==> src/rtl/simd_mult_accumulator_9bits.sv <==
// Frame accumulator behind the 9x9 SIMD multiplier: full 9x9 or dual 4x4 lanes, 2-cycle latency.
// Define PIRDSP_ACC_SAT_EN for sticky saturating accumulation; the default build wraps modulo width.
//
// state | meaning
// IDLE  | no frame open; the next legal sample opens one (and may close it at once)
// ACCUM | frame open; matching samples counted down against the latched length
module simd_mult_accumulator_9bits #(
  parameter int ACC_W = 48,
  parameter int LEN_W = 8
) (
  input  logic             clk,
  input  logic             reset,
  input  logic [17:0]      C,
  input  logic             A_sign,
  input  logic             B_sign,
  input  logic             HALF_0,
  input  logic             HALF_1,
  input  logic             in_valid,
  input  logic [LEN_W-1:0] acc_len,
  input  logic             flush,
  output logic [ACC_W-1:0] acc_out,
  output logic             out_valid,
  output logic             err
);

  localparam int H  = ACC_W / 2;
  localparam int FX = ACC_W - 18;
  localparam int LX = H - 8;

  typedef enum logic {IDLE, ACCUM} state_t;

  state_t           state, state_nx;
  logic             mode_q, mode_nx;
  logic [LEN_W-1:0] remain_q, remain_nx;
  logic [LEN_W-1:0] len_eff;

  logic             prod_signed, legal, smp_dual;
  logic             take, token, first, last, drop;
  logic [ACC_W-1:0] ext_full, ext_prod;
  logic [H-1:0]     ext_l0, ext_l1;

  logic             s1_valid, s1_first, s1_last, s1_dual;
  logic [ACC_W-1:0] s1_prod;
  logic [ACC_W-1:0] acc_q, base, acc_nx;

  assign prod_signed = A_sign | B_sign;
  assign legal       = HALF_0 ^ HALF_1;
  assign smp_dual    = HALF_1;
  assign len_eff     = (acc_len == '0) ? LEN_W'(1) : acc_len;

  assign ext_full = prod_signed ? {{FX{C[17]}}, C} : {{FX{1'b0}}, C};
  assign ext_l0   = prod_signed ? {{LX{C[17]}}, C[17:10]} : {{LX{1'b0}}, C[17:10]};
  assign ext_l1   = prod_signed ? {{LX{C[7]}}, C[7:0]} : {{LX{1'b0}}, C[7:0]};
  assign ext_prod = smp_dual ? {ext_l0, ext_l1} : ext_full;

  always_ff @(posedge clk) begin
    if (reset) begin
      state    <= IDLE;
      mode_q   <= 1'b0;
      remain_q <= '0;
    end else begin
      state    <= state_nx;
      mode_q   <= mode_nx;
      remain_q <= remain_nx;
    end
  end

  // remain_q counts the samples still owed after the current one; 1 means the next match closes.
  always_comb begin
    state_nx  = state;
    mode_nx   = mode_q;
    remain_nx = remain_q;
    take      = 1'b0;
    token     = 1'b0;
    first     = 1'b0;
    last      = 1'b0;
    drop      = 1'b0;
    case (state)
      IDLE: begin
        if (in_valid) begin
          if (legal) begin
            take    = 1'b1;
            first   = 1'b1;
            mode_nx = smp_dual;
            if (len_eff == LEN_W'(1) || flush) begin
              last = 1'b1;
            end else begin
              remain_nx = len_eff - LEN_W'(1);
              state_nx  = ACCUM;
            end
          end else begin
            drop = 1'b1;
          end
        end
      end
      ACCUM: begin
        if (in_valid && legal && (smp_dual == mode_q)) begin
          take = 1'b1;
          if (remain_q == LEN_W'(1) || flush) begin
            last     = 1'b1;
            state_nx = IDLE;
          end else begin
            remain_nx = remain_q - LEN_W'(1);
          end
        end else begin
          drop = in_valid;
          // A flush with nothing to add still has to push a close marker down the pipe.
          if (flush) begin
            token    = 1'b1;
            last     = 1'b1;
            state_nx = IDLE;
          end
        end
      end
    endcase
  end

`ifdef PIRDSP_ACC_SAT_EN
  logic s1_signed;
`endif

  always_ff @(posedge clk) begin
    if (reset) begin
      s1_valid <= 1'b0;
      s1_first <= 1'b0;
      s1_last  <= 1'b0;
      s1_dual  <= 1'b0;
      s1_prod  <= '0;
      err      <= 1'b0;
`ifdef PIRDSP_ACC_SAT_EN
      s1_signed <= 1'b0;
`endif
    end else begin
      s1_valid <= take | token;
      s1_first <= first;
      s1_last  <= last;
      s1_dual  <= take ? smp_dual : mode_q;
      s1_prod  <= take ? ext_prod : '0;
      err      <= drop;
`ifdef PIRDSP_ACC_SAT_EN
      s1_signed <= prod_signed;
`endif
    end
  end

  assign base = s1_first ? '0 : acc_q;

`ifdef PIRDSP_ACC_SAT_EN
  logic         sat_hi_q, sat_lo_q, sat_hi_nx, sat_lo_nx;
  logic [ACC_W:0] r_full;
  logic [H:0]   r_hi, r_lo;

  // Returns {clamped, value}.
  function automatic logic [ACC_W:0] sat_add_full(input logic [ACC_W-1:0] a,
                                                   input logic [ACC_W-1:0] b,
                                                   input logic sgn);
    logic [ACC_W:0] s;
    s = {1'b0, a} + {1'b0, b};
    sat_add_full = {1'b0, s[ACC_W-1:0]};
    if (sgn && (a[ACC_W-1] == b[ACC_W-1]) && (s[ACC_W-1] != a[ACC_W-1]))
      sat_add_full = {1'b1, b[ACC_W-1], {(ACC_W-1){~b[ACC_W-1]}}};
    else if (!sgn && s[ACC_W])
      sat_add_full = {1'b1, {ACC_W{1'b1}}};
  endfunction

  function automatic logic [H:0] sat_add_lane(input logic [H-1:0] a,
                                              input logic [H-1:0] b,
                                              input logic sgn);
    logic [H:0] s;
    s = {1'b0, a} + {1'b0, b};
    sat_add_lane = {1'b0, s[H-1:0]};
    if (sgn && (a[H-1] == b[H-1]) && (s[H-1] != a[H-1]))
      sat_add_lane = {1'b1, b[H-1], {(H-1){~b[H-1]}}};
    else if (!sgn && s[H])
      sat_add_lane = {1'b1, {H{1'b1}}};
  endfunction

  assign r_full = sat_add_full(base, s1_prod, s1_signed);
  assign r_hi   = sat_add_lane(base[ACC_W-1:H], s1_prod[ACC_W-1:H], s1_signed);
  assign r_lo   = sat_add_lane(base[H-1:0], s1_prod[H-1:0], s1_signed);

  // Once a lane has clamped it keeps its clamped value until the next frame's first sample.
  always_comb begin
    sat_hi_nx = sat_hi_q & ~s1_first;
    sat_lo_nx = sat_lo_q & ~s1_first;
    acc_nx    = base;
    if (s1_dual) begin
      if (!sat_hi_nx) {sat_hi_nx, acc_nx[ACC_W-1:H]} = r_hi;
      if (!sat_lo_nx) {sat_lo_nx, acc_nx[H-1:0]} = r_lo;
    end else begin
      if (!sat_hi_nx) {sat_hi_nx, acc_nx} = r_full;
    end
  end

  always_ff @(posedge clk) begin
    if (reset) begin
      sat_hi_q <= 1'b0;
      sat_lo_q <= 1'b0;
    end else if (s1_valid) begin
      sat_hi_q <= sat_hi_nx;
      sat_lo_q <= sat_lo_nx;
    end
  end
`else
  logic [H-1:0] sum_hi, sum_lo;

  assign sum_hi = base[ACC_W-1:H] + s1_prod[ACC_W-1:H];
  assign sum_lo = base[H-1:0] + s1_prod[H-1:0];
  assign acc_nx = s1_dual ? {sum_hi, sum_lo} : (base + s1_prod);
`endif

  always_ff @(posedge clk) begin
    if (reset) begin
      acc_q     <= '0;
      acc_out   <= '0;
      out_valid <= 1'b0;
    end else begin
      out_valid <= s1_valid & s1_last;
      if (s1_valid) begin
        acc_q <= acc_nx;
        if (s1_last) acc_out <= acc_nx;
      end
    end
  end

endmodule

==> config.mk <==
export PLATFORM = sky130hd
export DESIGN_NAME = simd_mult_accumulator_9bits
export DESIGN_NICKNAME = d
export VERILOG_FILES = /design/src/rtl/simd_mult_accumulator_9bits.sv
export SDC_FILE = /design/constraint.sdc
export NUM_CORES = 1
export LEC_CHECK = 0
export ABC_CLOCK_PERIOD_IN_PS = 4600
export CAP_MARGIN = 20
export CORE_MARGIN = 2
export CORE_UTILIZATION = 58
export DETAILED_ROUTE_END_ITERATION = 8
export PLACE_DENSITY_LB_ADDON = 0.1
export SYNTH_ARGS = -nofsm -noshare
export SYNTH_HDL_FRONTEND = slang
export SYNTH_SLANG_ARGS = --single-unit
==> constraint.sdc <==
create_clock -name clk -period 4.6 [get_ports clk]
set_input_delay 1.38 -clock clk [delete_from_list [all_inputs] [get_ports clk]]
set_output_delay 1.38 -clock clk [all_outputs]
set_load 0.1 [all_outputs]
== Word-level counts from Yosys, hierarchy flattened ==
Index checks and enable logic that the tools add are counted.

* Add/subtract/negate cells: 5
* Eq/ne operators: 8
* Multiplexer cells: 38
* Bitwise gates (word level): 6
* Reduce and logical (&&, ||, !) cells: 10

{| class="wikitable"
|+ Operators by type and width
! kind !! count
|-
| $mux 48 || 4
|-
| $add 24x24->24 || 2
|-
| $add 48x48->48 || 1
|-
| $mux 24 || 2
|-
| $mux 8 || 6
|-
| $mux 1 || 21
|-
| $eq 8x1->1 const B || 2
|-
| $pmux 8 s2 || 1
|-
| $sub 8x1->8 const B || 2
|-
| $logic_not 8->1 || 1
|-
| $ne 2x2->1 const B || 4
|-
| $pmux 1 s2 || 4
|-
| $reduce_and 5->1 || 1
|-
| $reduce_or 2->1 || 2
|-
| $reduce_and 3->1 || 1
|-
| $logic_and 1x1->1 || 2
|-
| $logic_or 1x1->1 || 2
|-
| $ne 2x1->1 const B || 1
|-
| $not 1->1 || 2
|-
| $or 1x1->1 || 2
|-
| $reduce_and 2->1 || 1
|-
| $and 1x1->1 || 1
|-
| $eq 1x1->1 || 1
|-
| $xor 1x1->1 || 1
|}

* Bits in registers: 160
* Output and inout bits: 50

== Logic depth before layout (Yosys ltp) ==
* Depth in word-level cells: 8
* Gate-level depth with buffers: 14
* Mapped depth without buffers: 12

== Worst setup path before layout ==
No wires, ideal clock.

* Path type: register to register
* Start: register s1_first
* End: register acc_q[40]
* Setup time: 120 ps
* Arrival: 3065 ps
* Required time: 4480 ps
* Slack: 1415 ps
* Stages on the path, launching flop included: 14
* Path buffers: 2
* Path through: dfxtp_1 -> clkbuf_1 -> clkbuf_1 -> nor2b_1 -> ha_1 -> and3_4 -> nand4_1 -> a2bb2oi_2 -> o21ai_4 -> a31oi_4 -> o41ai_4 -> a21bo_4 -> nor3_1 -> a211o_1

* Word-level cells in the longest chain between the ends: 3
* Elaborated cells on any way between the ends: 4
* Those cells by class: add/sub: 2; mux: 2

{| class="wikitable"
|+ Ends and longest elaborated chain
! what !! line !! source
|-
| start, declared || 42 || <nowiki>logic s1_valid, s1_first, s1_last, s1_dual;</nowiki>
|-
| start signal, assigned || 135 || <nowiki>s1_first <= first;</nowiki>
|-
| $mux 48 * || 146 || <nowiki>assign base = s1_first ? '0 : acc_q;</nowiki>
|-
| $add 48x48->48 or $add 24x24->24 (tied branches) || 209, 207 ||
|-
| $mux 48 * || 209 || <nowiki>assign acc_nx = s1_dual ? {sum_hi, sum_lo} : (base + s1_prod);</nowiki>
|-
| end signal, assigned || 220 || <nowiki>acc_q <= acc_nx;</nowiki>
|-
| end, declared || 44 || <nowiki>logic [ACC_W-1:0] acc_q, base, acc_nx;</nowiki>
|}

Every way passes the cells marked *; elsewhere a longest branch is shown, timed or not.
A chain may end at the register's enable or synchronous reset.

== Worst setup path in the final report ==
* Start: input port acc_len[4]
* End: register remain_q[5]

* Word-level cells in the longest chain between the ends: 7
* Elaborated cells on any way between the ends: 11
* Those cells by class: add/sub: 1; eq/ne: 2; mux: 5; reduce/logical: 3

{| class="wikitable"
|+ Ends and longest elaborated chain
! what !! line !! source
|-
| start, declared || 19 || <nowiki>input logic [LEN_W-1:0] acc_len,</nowiki>
|-
| $logic_not 8->1 || 49 || <nowiki>assign len_eff = (acc_len == '0) ? LEN_W'(1) : acc_len;</nowiki>
|-
| $mux 8 * || 49 ||
|-
| $sub 8x1->8 || 88 || <nowiki>remain_nx = len_eff - LEN_W'(1);</nowiki>
|-
| $mux 8 || 85 || <nowiki>if (len_eff == LEN_W'(1) || flush) begin</nowiki>
|-
| $mux 8 || 81 || <nowiki>if (legal) begin</nowiki>
|-
| $mux 8 || 80 || <nowiki>if (in_valid) begin</nowiki>
|-
| $pmux 8 s2 || 78 || <nowiki>case (state)</nowiki>
|-
| end signal, assigned || 64 || <nowiki>remain_q <= remain_nx;</nowiki>
|-
| end, declared || 34 || <nowiki>logic [LEN_W-1:0] remain_q, remain_nx;</nowiki>
|}

Every way passes the cells marked *; elsewhere a longest branch is shown, timed or not. The select of a mux whose other input is x is not followed.

==> results_dict.tcl <==
set metrics [dict create \
    status "finished, final reports clean" \
    cap_violations 0 \
    io_buffers 83 \
    worstHoldStart "acc_out[21]" \
    clock_latency_ns 0.43 \
    final_cells 1332 \
    dieArea_mm2 0.01617 \
    yosys_warnings 0 \
    die_y_um 127.1 \
    drive_gt1_frac 0.07080 \
    viasPerCell 6.010 \
    cts-resized-gates 0 \
    yosysSeqAreaShare 0.3186 \
    cp.arrival_ns 3.88 \
    cts_max_level 4 \
    min_period_ns 3.600 \
    crit_slowest_cell "clkdlybuf4s50_1" \
    ant_nets 0 \
    end_kind "flop" \
    final_hold_viol_count 0 \
    grt_usage 0.2805 \
    die_w_um 127.1 \
    worstPathRequired_ns 4.88 \
    critPathMaxFanout 10 \
    coreArea_mm2 0.01503 \
    fin_tns_setup_ns 0 \
    r2r-start "s1_first" \
    tightest_slew_ns 1.041 \
    skew_ns 0.009528 \
    synth_nets 1173 \
    num-fill-cells 1248 \
    design_area_mm2 0.01025 \
    synth.area.top_cells "dfxtp_1, ha_1, a21oi_1, nand2_1, nor2b_1" \
    finalSetupViolCount 0 \
    synth_top_cell_area_share 0.3186 \
    clkTransAtPathRegs_ns 0.06 \
    synth_seq_cells 140 \
    drv_slew 0 \
    syn_avg_cell_area_um2 8.092 \
    dp_cells 1300 \
    area_delta_synth_final_pct 16.49 \
    synth_top_area_cell "dfxtp_1" \
    hp-class "flop to flop" \
    cts.sinks 140 \
    antenna_found_initial 0 \
    synth_most_common_cell "dfxtp_1" \
    via_count 8005 \
    root_buffer "clkbuf_16" \
    worst_setup_path_start_kind "input port" \
    final_nets 1217 \
    drc_errors 0 \
    numCtsBuffers 17 \
    grt_overflow 0 \
    cp_slowest_stage_delay_ns 0.56 \
    ys_types 89 \
    syn_area_mm2 0.008796 \
    dominantRegCellSynth "dfxtp_1" \
    post_dp_cell_area_mm2 0.009654 \
    cts_buffer_depth 2 \
    drtPass1Iterations 5 \
    r2r_setup_slack_ns 1.11 \
    drt_iter0_drc 494 \
    synth_common_cells "dfxtp_1, nand2_1, a21oi_1" \
    drt-wirelength-per-cell_um 16.87 \
    dp_hpwl_um 15920 \
    async_flop_share 0 \
    crit_start "acc_len[4]" \
    path_cells "clkdlybuf4s50_1 > nor4_1 > buf_4 > a31oi_1 > inv_1 > ha_1 > a31oi_1 > nand2_1 > o31ai_1 > buf_4 > o21ai_0 > a22oi_1 > nor2_1" \
    fmax_mhz 277.8 \
    grt_pass1_vias 7306 \
    wirelength_um 22470 \
    vdd_drop_max_mv 0.2689 \
    cpLargestDelayFamily "buffers and inverters" \
    hold_buffers 0 \
    synth_edf_count 0 \
    post-route-period-util 0.7826 \
    antenna_cells 0 \
    start_util 0.5851 \
    cts_tree "built" \
    num_rows 45 \
    worst-path-buf-inv 4 \
    postCtsSetupRepairBufs 0 \
    p_leak_uw 0.003991 \
    p_per_area_mw_per_mm2 285.2 \
    slew_headroom 0.3040 \
    grt_pass1_wl_um 36490 \
    gp_congestion 0.9290 \
    grt_max_degree 86 \
    rsz0062_at_grt "false" \
    synth_cells 1087 \
    ios 84 \
    critPathKind "input port to flop" \
]
-- power by group --
part	switching, uW	internal [uW]	total (uW)
registers	20.0	1230	1250
clock network	559	832	1390
logic	172	104	276
-- sequential cells by signal, indices dropped and copies added (netlist names) --
signal	count
acc_out	48
acc_q	48
err	1
mode_q	1
out_valid	1
remain_q	8
s1_dual	1
s1_first	1
s1_last	1
s1_prod	28
s1_valid	1
state	1
-- layout make-up --
| cell class | count | area [um^2] | area share |
|---|---|---|---|
| Clock buffer | 20 | 456.7 | 0.04457 |
| Clock inverter | 12 | 135.1 | 0.01319 |
| Inverter | 22 | 82.58 | 0.008060 |
| Multi-Input combinational cell | 857 | 5629 | 0.5494 |
| Sequential cell | 140 | 2804 | 0.2737 |
| Tap cell | 188 | 235.2 | 0.02296 |
| Timing Repair Buffer | 93 | 903.4 | 0.08817 |
-- worst paths after layout --
| check | end | cells after the start |
|---|---|---|
| hold / removal | acc_out[21] | 2 |
| hold reg to reg | acc_out[21] | 2 |
| setup reg to reg | acc_out[31] | 12 |
| setup / recovery | remain_q[5] | 13 |
-- kinds of logic (layout without fill, tap and decap cells) --
| logic type | Yosys count | in the layout | synth area share |
|---|---|---|---|
| buf+inv | 90 | 147 | 0.04182 |
| flops | 140 | 140 | 0.3186 |
| compound gates | 298 | 298 | 0.2353 |
| mux | 35 | 35 | 0.03997 |
| xor+xnor | 40 | 40 | 0.04196 |
| fa+ha+maj | 53 | 53 | 0.07681 |
| simple gates | 431 | 431 | 0.2455 |
-- through the flow --
stage | worst slack, ns | power [uW] | utilization | hold WS [ns]
2_1_floorplan | 1.415 | 1467 | - | 0.4450
3_3_place_gp | 0.6205 | 1552 | 0.6422 | 0.4405
3_5_place_dp | 0.5715 | 1554 | 0.6422 | 0.4456
4_1_cts | 1.017 | 2937 | 0.6816 | 0.4536
5_1_grt | 0.8119 | 3029 | 0.6816 | 0.4674
6_report | 1.000 | 2922 | 0.6816 | 0.4509
-- tightest hold or removal path, delay by kind of cell (launching register included) --
kind	cells	cell delay, ns
flops	1	0.30
simple gates	1	0.05
compound gates	1	0.05
-- cells in the final DEF, fill, tap and decap left out, types with 8 or more instances in the layout --
cell type	synthesis	routed
a211oi_1	19	19
a21oi_1	112	112
a21o_1	17	17
and2_1	13	12
nor2b_1	57	57
nand4_1	14	14
xor2_1	12	12
and3_1	13	13
nor3_1	27	27
o21bai_1	9	9
clkdlybuf4s50_1	0	82
buf_4	1	11
o21a_1	8	8
nand2b_1	22	22
o22ai_1	8	8
xnor2_1	27	27
nor3b_1	9	9
ha_1	50	50
a31oi_1	11	11
nand3_1	30	30
nand2_1	139	138
inv_1	21	21
mux2i_1	34	34
o21ai_0	31	31
dfxtp_1	140	139
clkbuf_16	0	17
nor2_1	77	77
-- layer usage --
metal  up-vias  part of all wire  track usage
met3        49             0.053      0.05821
li1       3996                 -            -
met2       227              0.47       0.4709
met5         -                 0            0
met1      3733              0.44       0.3544
met4         0             0.029       0.1112
(Power assumes the default switching activity.)
